==> src/rtl/pipe_stage_chain.sv <==
// Generic in-order pipeline register chain with per-stage valid bits.
// It also handles stall/bubble insertion, younger-stage flush, downstream backpressure and saturating perf counters.
module pipe_stage_chain #(
    parameter int WIDTH  = 32,
    parameter int STAGES = 5
) (
    input  logic                                          clk,
    input  logic                                          rst,
    input  logic                                          in_valid,
    input  logic [WIDTH-1:0]                              in_data,
    output logic                                          in_ready,
    input  logic [STAGES-1:0]                             stall_req,
    input  logic                                          flush_req,
    input  logic [((STAGES > 1) ? $clog2(STAGES) : 1)-1:0] flush_stage,
    output logic                                          out_valid,
    output logic [WIDTH-1:0]                              out_data,
    input  logic                                          out_ready,
    output logic [STAGES-1:0]                             stage_valid,
    output logic [STAGES*WIDTH-1:0]                       stage_data,
    input  logic                                          clr_cnt,
    output logic [15:0]                                   stall_cycles,
    output logic [15:0]                                   flush_count
);

    logic [STAGES-1:0] valid_q;
    logic [STAGES-1:0] valid_d;
    logic [WIDTH-1:0]  data_q [STAGES];
    logic [WIDTH-1:0]  data_d [STAGES];
    logic [15:0]       stall_cycles_q;
    logic [15:0]       stall_cycles_d;
    logic [15:0]       flush_count_q;
    logic [15:0]       flush_count_d;

    logic [STAGES-1:0] hold_vec;
    logic              any_hold;
    logic              flush_ok;
    int                hold_top;
    logic [STAGES-1:0] feed_valid;
    logic [WIDTH-1:0]  feed_data [STAGES];

    // Backpressure acts as a hold request on the oldest stage.
    always_comb begin
        hold_vec           = stall_req;
        hold_vec[STAGES-1] = stall_req[STAGES-1] | (valid_q[STAGES-1] & ~out_ready);
        any_hold           = |hold_vec;
        hold_top           = -1;
        for (int i = 0; i < STAGES; i++) begin
            if (hold_vec[i]) begin
                hold_top = i;
            end
        end
        flush_ok = flush_req && (int'(flush_stage) >= 1) && (int'(flush_stage) <= STAGES - 1);
    end

    assign in_ready = !any_hold && !flush_ok;

    always_comb begin
        feed_valid[0] = in_valid && in_ready;
        feed_data[0]  = in_data;
        for (int i = 1; i < STAGES; i++) begin
            feed_valid[i] = valid_q[i-1];
            feed_data[i]  = data_q[i-1];
        end
    end

    // Flush kill is applied last so it overrides hold and bubble.
    always_comb begin
        for (int i = 0; i < STAGES; i++) begin
            valid_d[i] = 1'b0;
            data_d[i]  = '0;
            if (any_hold && (i <= hold_top)) begin
                valid_d[i] = valid_q[i];
                data_d[i]  = data_q[i];
            end else if (!(any_hold && (i == hold_top + 1))) begin
                valid_d[i] = feed_valid[i];
                data_d[i]  = feed_data[i];
            end
            if (flush_ok && (i < int'(flush_stage))) begin
                valid_d[i] = 1'b0;
            end
            if (!valid_d[i]) begin
                data_d[i] = '0;
            end
        end
    end

    always_comb begin
        stall_cycles_d = stall_cycles_q;
        flush_count_d  = flush_count_q;
        if (clr_cnt) begin
            stall_cycles_d = '0;
            flush_count_d  = '0;
        end else begin
            if (any_hold && (stall_cycles_q != 16'hFFFF)) begin
                stall_cycles_d = stall_cycles_q + 16'd1;
            end
            if (flush_ok && (flush_count_q != 16'hFFFF)) begin
                flush_count_d = flush_count_q + 16'd1;
            end
        end
    end

    always_ff @(posedge clk or posedge rst) begin
        if (rst) begin
            valid_q        <= '0;
            stall_cycles_q <= '0;
            flush_count_q  <= '0;
            for (int i = 0; i < STAGES; i++) begin
                data_q[i] <= '0;
            end
        end else begin
            valid_q        <= valid_d;
            stall_cycles_q <= stall_cycles_d;
            flush_count_q  <= flush_count_d;
            for (int i = 0; i < STAGES; i++) begin
                data_q[i] <= data_d[i];
            end
        end
    end

    always_comb begin
        stage_data = '0;
        for (int i = 0; i < STAGES; i++) begin
            stage_data[i*WIDTH +: WIDTH] = data_q[i];
        end
    end

    assign out_valid    = valid_q[STAGES-1];
    assign out_data     = data_q[STAGES-1];
    assign stage_valid  = valid_q;
    assign stall_cycles = stall_cycles_q;
    assign flush_count  = flush_count_q;

endmodule

==> config.mk <==
export PLATFORM = sky130hd
export DESIGN_NAME = pipe_stage_chain
export DESIGN_NICKNAME = d
export VERILOG_FILES = /design/src/rtl/pipe_stage_chain.sv
export SDC_FILE = /design/constraint.sdc
export NUM_CORES = 1
export LEC_CHECK = 0
export BUFFER_PORTS_ARGS = -buffer_cell sky130_fd_sc_hd__buf_4
export CAP_MARGIN = 30
export CORE_ASPECT_RATIO = 1.5
export CORE_MARGIN = 3
export CORE_UTILIZATION = 46
export DETAILED_ROUTE_END_ITERATION = 8
export HOLD_SLACK_MARGIN = 0.03
export PLACE_DENSITY = 0.77
export SLEW_MARGIN = 20
export SYNTH_ARGS = -nofsm -noshare
export SYNTH_HDL_FRONTEND = slang
export SYNTH_SLANG_ARGS = --single-unit
==> constraint.sdc <==
create_clock -name clk -period 5.6 [get_ports clk]
set_input_delay 0.28 -clock clk [delete_from_list [all_inputs] [get_ports clk]]
set_output_delay 0.28 -clock clk [all_outputs]
set_load 0.05 [all_outputs]
* Word-level counts from Yosys, hierarchy flattened
Cells that the tools add are included.
** Cells by class
- $add $sub $neg :: 3
- Order comparisons :: 12
- Eq/ne operators :: 11
- Muxes and demuxes :: 39
- Bitwise logic cells :: 3
- Reductions and logical operators :: 27
** Operators with widths (number)
- 2-to-1 mux 32 bit :: 20
- equality test 3 x 32 -> 1 bit, first input constant :: 2
- less-or-equal comparator 3 x 32 -> 1 bit, first input constant :: 2
- 2-to-1 mux 16 bit :: 4
- adder 16 x 1 -> 16 bit, second input constant :: 2
- adder 32 x 2 -> 32 bit, second input constant :: 1
- equality test 2 x 32 -> 1 bit, first input constant :: 1
- equality test 4 x 32 -> 1 bit, first input constant :: 1
- less-or-equal comparator 1 x 32 -> 1 bit, first input constant :: 1
- less-or-equal comparator 2 x 32 -> 1 bit, first input constant :: 1
- less-or-equal comparator 4 x 32 -> 1 bit, first input constant :: 1
- zero test 32 bit :: 1
- != test 16 bit, second input constant :: 2
- logical AND 1 bit :: 21
- 2-to-1 mux 1 bit :: 15
- != test 2 bit, second input constant :: 5
- less-than comparator 1 x 3 -> 1 bit, first input constant :: 2
- less-than comparator 2 x 3 -> 1 bit, first input constant :: 2
- OR reduction 5 bit :: 1
- nonzero test 2 bit :: 2
- >= comparator 3 x 1 -> 1 bit, second input constant :: 1
- less-or-equal comparator 3 bit, second input constant :: 1
- less-than comparator 3 bit, first input constant :: 1
- zero test 1 bit :: 2
- other kinds (3) :: 3
** Word-level totals
- Register bits :: 197
- Input port bits :: 46
- Output and inout port bits :: 231
- Logic and storage cells :: 103

* Logic depth before layout (Yosys ltp)
- Depth in word-level cells :: 12
- Mapped depth :: 15

* Worst setup path before layout
Ideal clock, no wire load.
- Path kind :: register -> register
- From :: register valid_q[4] (netlist: stage_valid[4])
- To :: register data_q, in the netlist stage_data[32]
- Library setup time :: 0.073 ns
- Arrival :: 3.017 ns
- Setup slack :: 2.510 ns
- Stages on the path, launching flop included :: 16
- Path buffers :: 6
- Clock period less this slack :: 3.090 ns
- Cell sequence :: dfrtp_1 nand2b_4 buf_6 and3_1 buf_6 buf_2 buf_2 inv_1 ha_1 nor4b_1 and3_1 buf_2 a211oi_2 o21ai_1 buf_2 nor2_1
** On the way
- Longest elaborated chain between the ends :: 10
- Elaborated cells between the ends (all ways) :: 16
** RTL lines
- start, declared :: line 25 : logic [STAGES-1:0] valid_q;
- start signal, assigned :: line 112 : valid_q <= valid_d;
- bitwise AND 1 bit * :: line 44 : hold_vec[STAGES-1] = stall_req[STAGES-1] | (valid_q[STAGES-1] & ~out_ready);
- OR 1 bit * :: line 44
- 2-to-1 mux 32 bit :: line 48 : if (hold_vec[i]) begin
- adder 32 x 2 -> 32 bit :: line 74 : end else if (!(any_hold && (i == hold_top + 1))) begin
- equality test 2 x 32 -> 1 bit :: line 74
- logical AND 1 bit :: line 74
- 2-to-1 mux 1 bit :: line 74
- 2-to-1 mux 1 bit :: line 71 : if (any_hold && (i <= hold_top)) begin
- 2-to-1 mux 1 bit :: line 78 : if (flush_ok && (i < int'(flush_stage))) begin
- != test 2 bit (no source line) / 2-to-1 mux 32 bit (equally long branches)
- end signal, assigned by index :: line 116 : data_q[i] <= data_d[i];
- end, declared :: line 27 : logic [WIDTH-1:0] data_q [STAGES];
Every way passes the cells marked *; elsewhere a longest branch is shown, timed or not. The select of a mux whose other input is x is not followed.
A chain may end at the register's enable or synchronous reset.

* Final worst setup path
- From :: register valid_q[4] (netlist: stage_valid[4])
- To :: register data_q, in the netlist stage_data[51]
Same word-level chain as after synthesis.

==> results.cfg <==
[status]
status = completed

[layout]
antenna_cells = 0
final_layout_size_suffix_gt1_share_pct = 33.2
non_filler_cells_in_the_finished_layout = 1246
filler_cell_count = 1482
flow.area_growth_from_synthesis_pct = 30.8
fin_nets = 1067

[setup_path]
worst_reg2reg_setup_slack_ps = 2020
r2r-end = stage_data[51]
worst_path_max_fanout = 53
critical_path_class = reg2reg
arrival_ps = 3850
worst_reg_to_reg_path_cell_count = 11
required_ps = 5870
critical_path_endpoint_category = flop
critical_path_source = stage_valid[4]
setup.worst_path.start_class = flop
r2r-start = stage_valid[4]

[sta]
timing.final.max_slew_violations = 0
max_slew.worst_pin.slew_ps = 931
fmaxAchievable_ghz = 0.279
fin_crit_sh_pct = 63.9
rsz0062_at_grt = false
layout_skew_ps = 14.1
slew_headroom_pct = 38.0
period_minus_slack_ps = 3580
timing.setup.tns_ps = 0
setup_slack_ps = 2020
hold_violations = 0
finalSetupViolations = 0

[logic_synthesis]
ys_seq_area_share_pct = 58.5
synth_nets = 844
synthCells = 793
synth.lib_cells_used.distinct = 52
dominantRegCellSynth = sky130_fd_sc_hd__dfrtp_1
avgSynthCellArea_um2 = 10.6
synth.ff_latch_count = 197
synth-edff-count = 0
post_syn_area_mm2 = 0.00842
synth_async_sr_flop_share_pct = 100
synth-warning-count = 0

[floorplanning]
design.die.area_mm2 = 0.0200
io_pins = 277
design.core.area_mm2 = 0.0179
placementRows = 60
die_w_um = 116
start_util_pct = 46.9
die_h_um = 172

[grt]
grt_remaining_overflow = 0
pin_count_of_the_biggest_net_entering_global_routing = 151
track_usage_pct = 23.2
antenna_found_initial = 0
grt_pass1_wl_um = 36700
via_count_of_the_first_global_routing_pass = 6820

[drt]
detailroute.via_count = 6973
postRouteWirelength_um = 23300
detail_route.first_pass.iterations = 5
vias_per_cell = 5.60
initialDrtViolationCount = 564
ant_nets = 0
wl_per_cell_um = 18.7
drc_errors_left = 0

[clocking]
clock_latency_at_the_later_pin_of_the_worst_skew_pair_ps = 430
ctsLongestPathBuffers = 2
cts_tree = done
clock_tree.htree_level_count = 4
post-cts-setup-buffer-count = 0
clock_pin_transition_on_the_worst_setup_and_hold_timing_paths_ps = 70
sink_count = 197
post_cts_resize_count = 0
cts_buffers = 17
cts_root_buf = sky130_fd_sc_hd__clkbuf_16
postCtsHoldBufs = 0

[flow_run]
drv_cap = 0

[placed_design]
place_ws_ps = 1860
buffer_ports.inserted = 276
gpl.final_weighted_congestion = 0.910
numPlacedInstances = 1214
dp_hpwl_um = 16900

[power]
vdd_drop_max_mv = 0.191
static_leakage_power_nw = 5.14
p_per_area_mw_per_mm2 = 251

[hold_path]
hold_class = in2async
==> sequential cells by signal (all words and copies together), names as in the netlist <==
signal / count
flush_count: 16
stage_data: 128
stall_cycles: 16
stage_valid: 5
out_data: 32
==> cells in the mapped netlist (8+ instances only) <==
| cell type | n | area (um2) |
|---|---|---|
| sky130_fd_sc_hd__nand2_1 | 77 | 289 |
| sky130_fd_sc_hd__a21oi_1 | 37 | 185 |
| sky130_fd_sc_hd__nand4_1 | 8 | 50.1 |
| sky130_fd_sc_hd__buf_4 | 33 | 248 |
| sky130_fd_sc_hd__a22oi_1 | 96 | 721 |
| sky130_fd_sc_hd__nor4_1 | 9 | 56.3 |
| sky130_fd_sc_hd__buf_2 | 26 | 130 |
| sky130_fd_sc_hd__inv_1 | 11 | 41.3 |
| sky130_fd_sc_hd__nor2_1 | 127 | 477 |
| sky130_fd_sc_hd__a22o_1 | 34 | 298 |
| sky130_fd_sc_hd__dfrtp_1 | 197 | 4930 |
| sky130_fd_sc_hd__nand3_1 | 14 | 70.1 |
| sky130_fd_sc_hd__clkbuf_1 | 21 | 78.8 |
| sky130_fd_sc_hd__xnor2_1 | 19 | 166 |
==> logic make-up (layout without fill, tap and decap cells) <==
logic type                 after synthesis  in the layout  synth area share, %
and+or+nand+nor                        275            275                 14.8
DFF                                    197            197                 58.5
AOI/OAI and AO/OA                      190            190                 16.3
buffers and inverters                   97            333                 6.45
xor gates and xnor gates                25             25                 2.60
adders and majority gates                5              5                0.743
muxes                                    4              4                0.520
==> worst max path at each step <==
stage,to,slack (ps),cells past startpoint
6_report,stage_data[51],2020,11
3_5_place_dp,stage_data[51],1860,12
3_3_place_gp,stage_data[44],1690,12
5_1_grt,stage_data[54],1750,11
2_1_floorplan,stage_data[32],2510,15
4_1_cts,stage_data[51],1970,11
==> layout make-up <==
type | count | area (um2) | area share [%]
clock buffers | 18 | 429 | 3.90
clock inverters | 14 | 146 | 1.33
inverters | 12 | 48.8 | 0.443
multi-input cells | 499 | 3000 | 27.2
flip-flops and latches | 197 | 4930 | 44.8
well taps | 217 | 272 | 2.47
repair buffers | 289 | 2190 | 19.9
==> layer usage <==
layer  vias up  track usage [%]  part of all wire (%)
met5         -                0                     0
met3        51             4.05                   5.0
met4         0             10.0                   3.8
met2       240             38.2                    50
li1       3216                -                     -
met1      3466             30.1                    41
==> cell usage in the layout (no fill, tap or decap), types with 3 or more instances in the layout <==
master	n
sky130_fd_sc_hd__mux2_2	3
sky130_fd_sc_hd__a22o_1	32
sky130_fd_sc_hd__a22oi_1	96
sky130_fd_sc_hd__nand2_1	77
sky130_fd_sc_hd__nand4_1	8
sky130_fd_sc_hd__dfrtp_1	197
sky130_fd_sc_hd__clkbuf_16	17
sky130_fd_sc_hd__nor4_1	9
sky130_fd_sc_hd__and4_1	6
sky130_fd_sc_hd__xor2_1	6
sky130_fd_sc_hd__and2_1	3
sky130_fd_sc_hd__nor3b_1	3
sky130_fd_sc_hd__nor2b_1	5
sky130_fd_sc_hd__nor4b_1	3
sky130_fd_sc_hd__nand3_1	14
sky130_fd_sc_hd__nor2_1	127
sky130_fd_sc_hd__ha_1	5
sky130_fd_sc_hd__nor3_1	7
sky130_fd_sc_hd__inv_1	10
sky130_fd_sc_hd__a21oi_1	35
sky130_fd_sc_hd__clkinvlp_4	5
sky130_fd_sc_hd__o21ai_0	6
sky130_fd_sc_hd__xnor2_1	19
sky130_fd_sc_hd__inv_8	3
sky130_fd_sc_hd__buf_4	287
==> where the power goes <==
| group | switching, mW | internal (mW) |
|---|---|---|
| combinational | 0.0980 | 0.0423 |
| clock | 0.562 | 0.628 |
| sequential | 0.00539 | 1.43 |
| total | 0.665 | 2.10 |
==> worst max-delay path, cell delays in order (launching register included) <==
cell and delay (ps):
sky130_fd_sc_hd__dfrtp_1 440, sky130_fd_sc_hd__nand2b_4 130, sky130_fd_sc_hd__and3_2 200, sky130_fd_sc_hd__buf_4 460, sky130_fd_sc_hd__inv_1 90, sky130_fd_sc_hd__ha_1 290
sky130_fd_sc_hd__nor4b_1 210, sky130_fd_sc_hd__and3_1 450, sky130_fd_sc_hd__a211oi_4 100, sky130_fd_sc_hd__buf_4 260, sky130_fd_sc_hd__o21ai_4 660, sky130_fd_sc_hd__nor2_1 130
==> per-stage QoR <==
stage	instance area, um2	util [%]	hold slack [ps]	total power [mW]
2_1_floorplan	8420	-	411	1.54
3_3_place_gp	10400	58.0	503	1.60
3_5_place_dp	10400	58.2	514	1.60
4_1_cts	11000	61.4	52.7	2.79
5_1_grt	11000	61.4	89.6	2.86
6_report	11000	61.4	37.3	2.76
No activity file was read; power rests on OpenSTA's default activity.
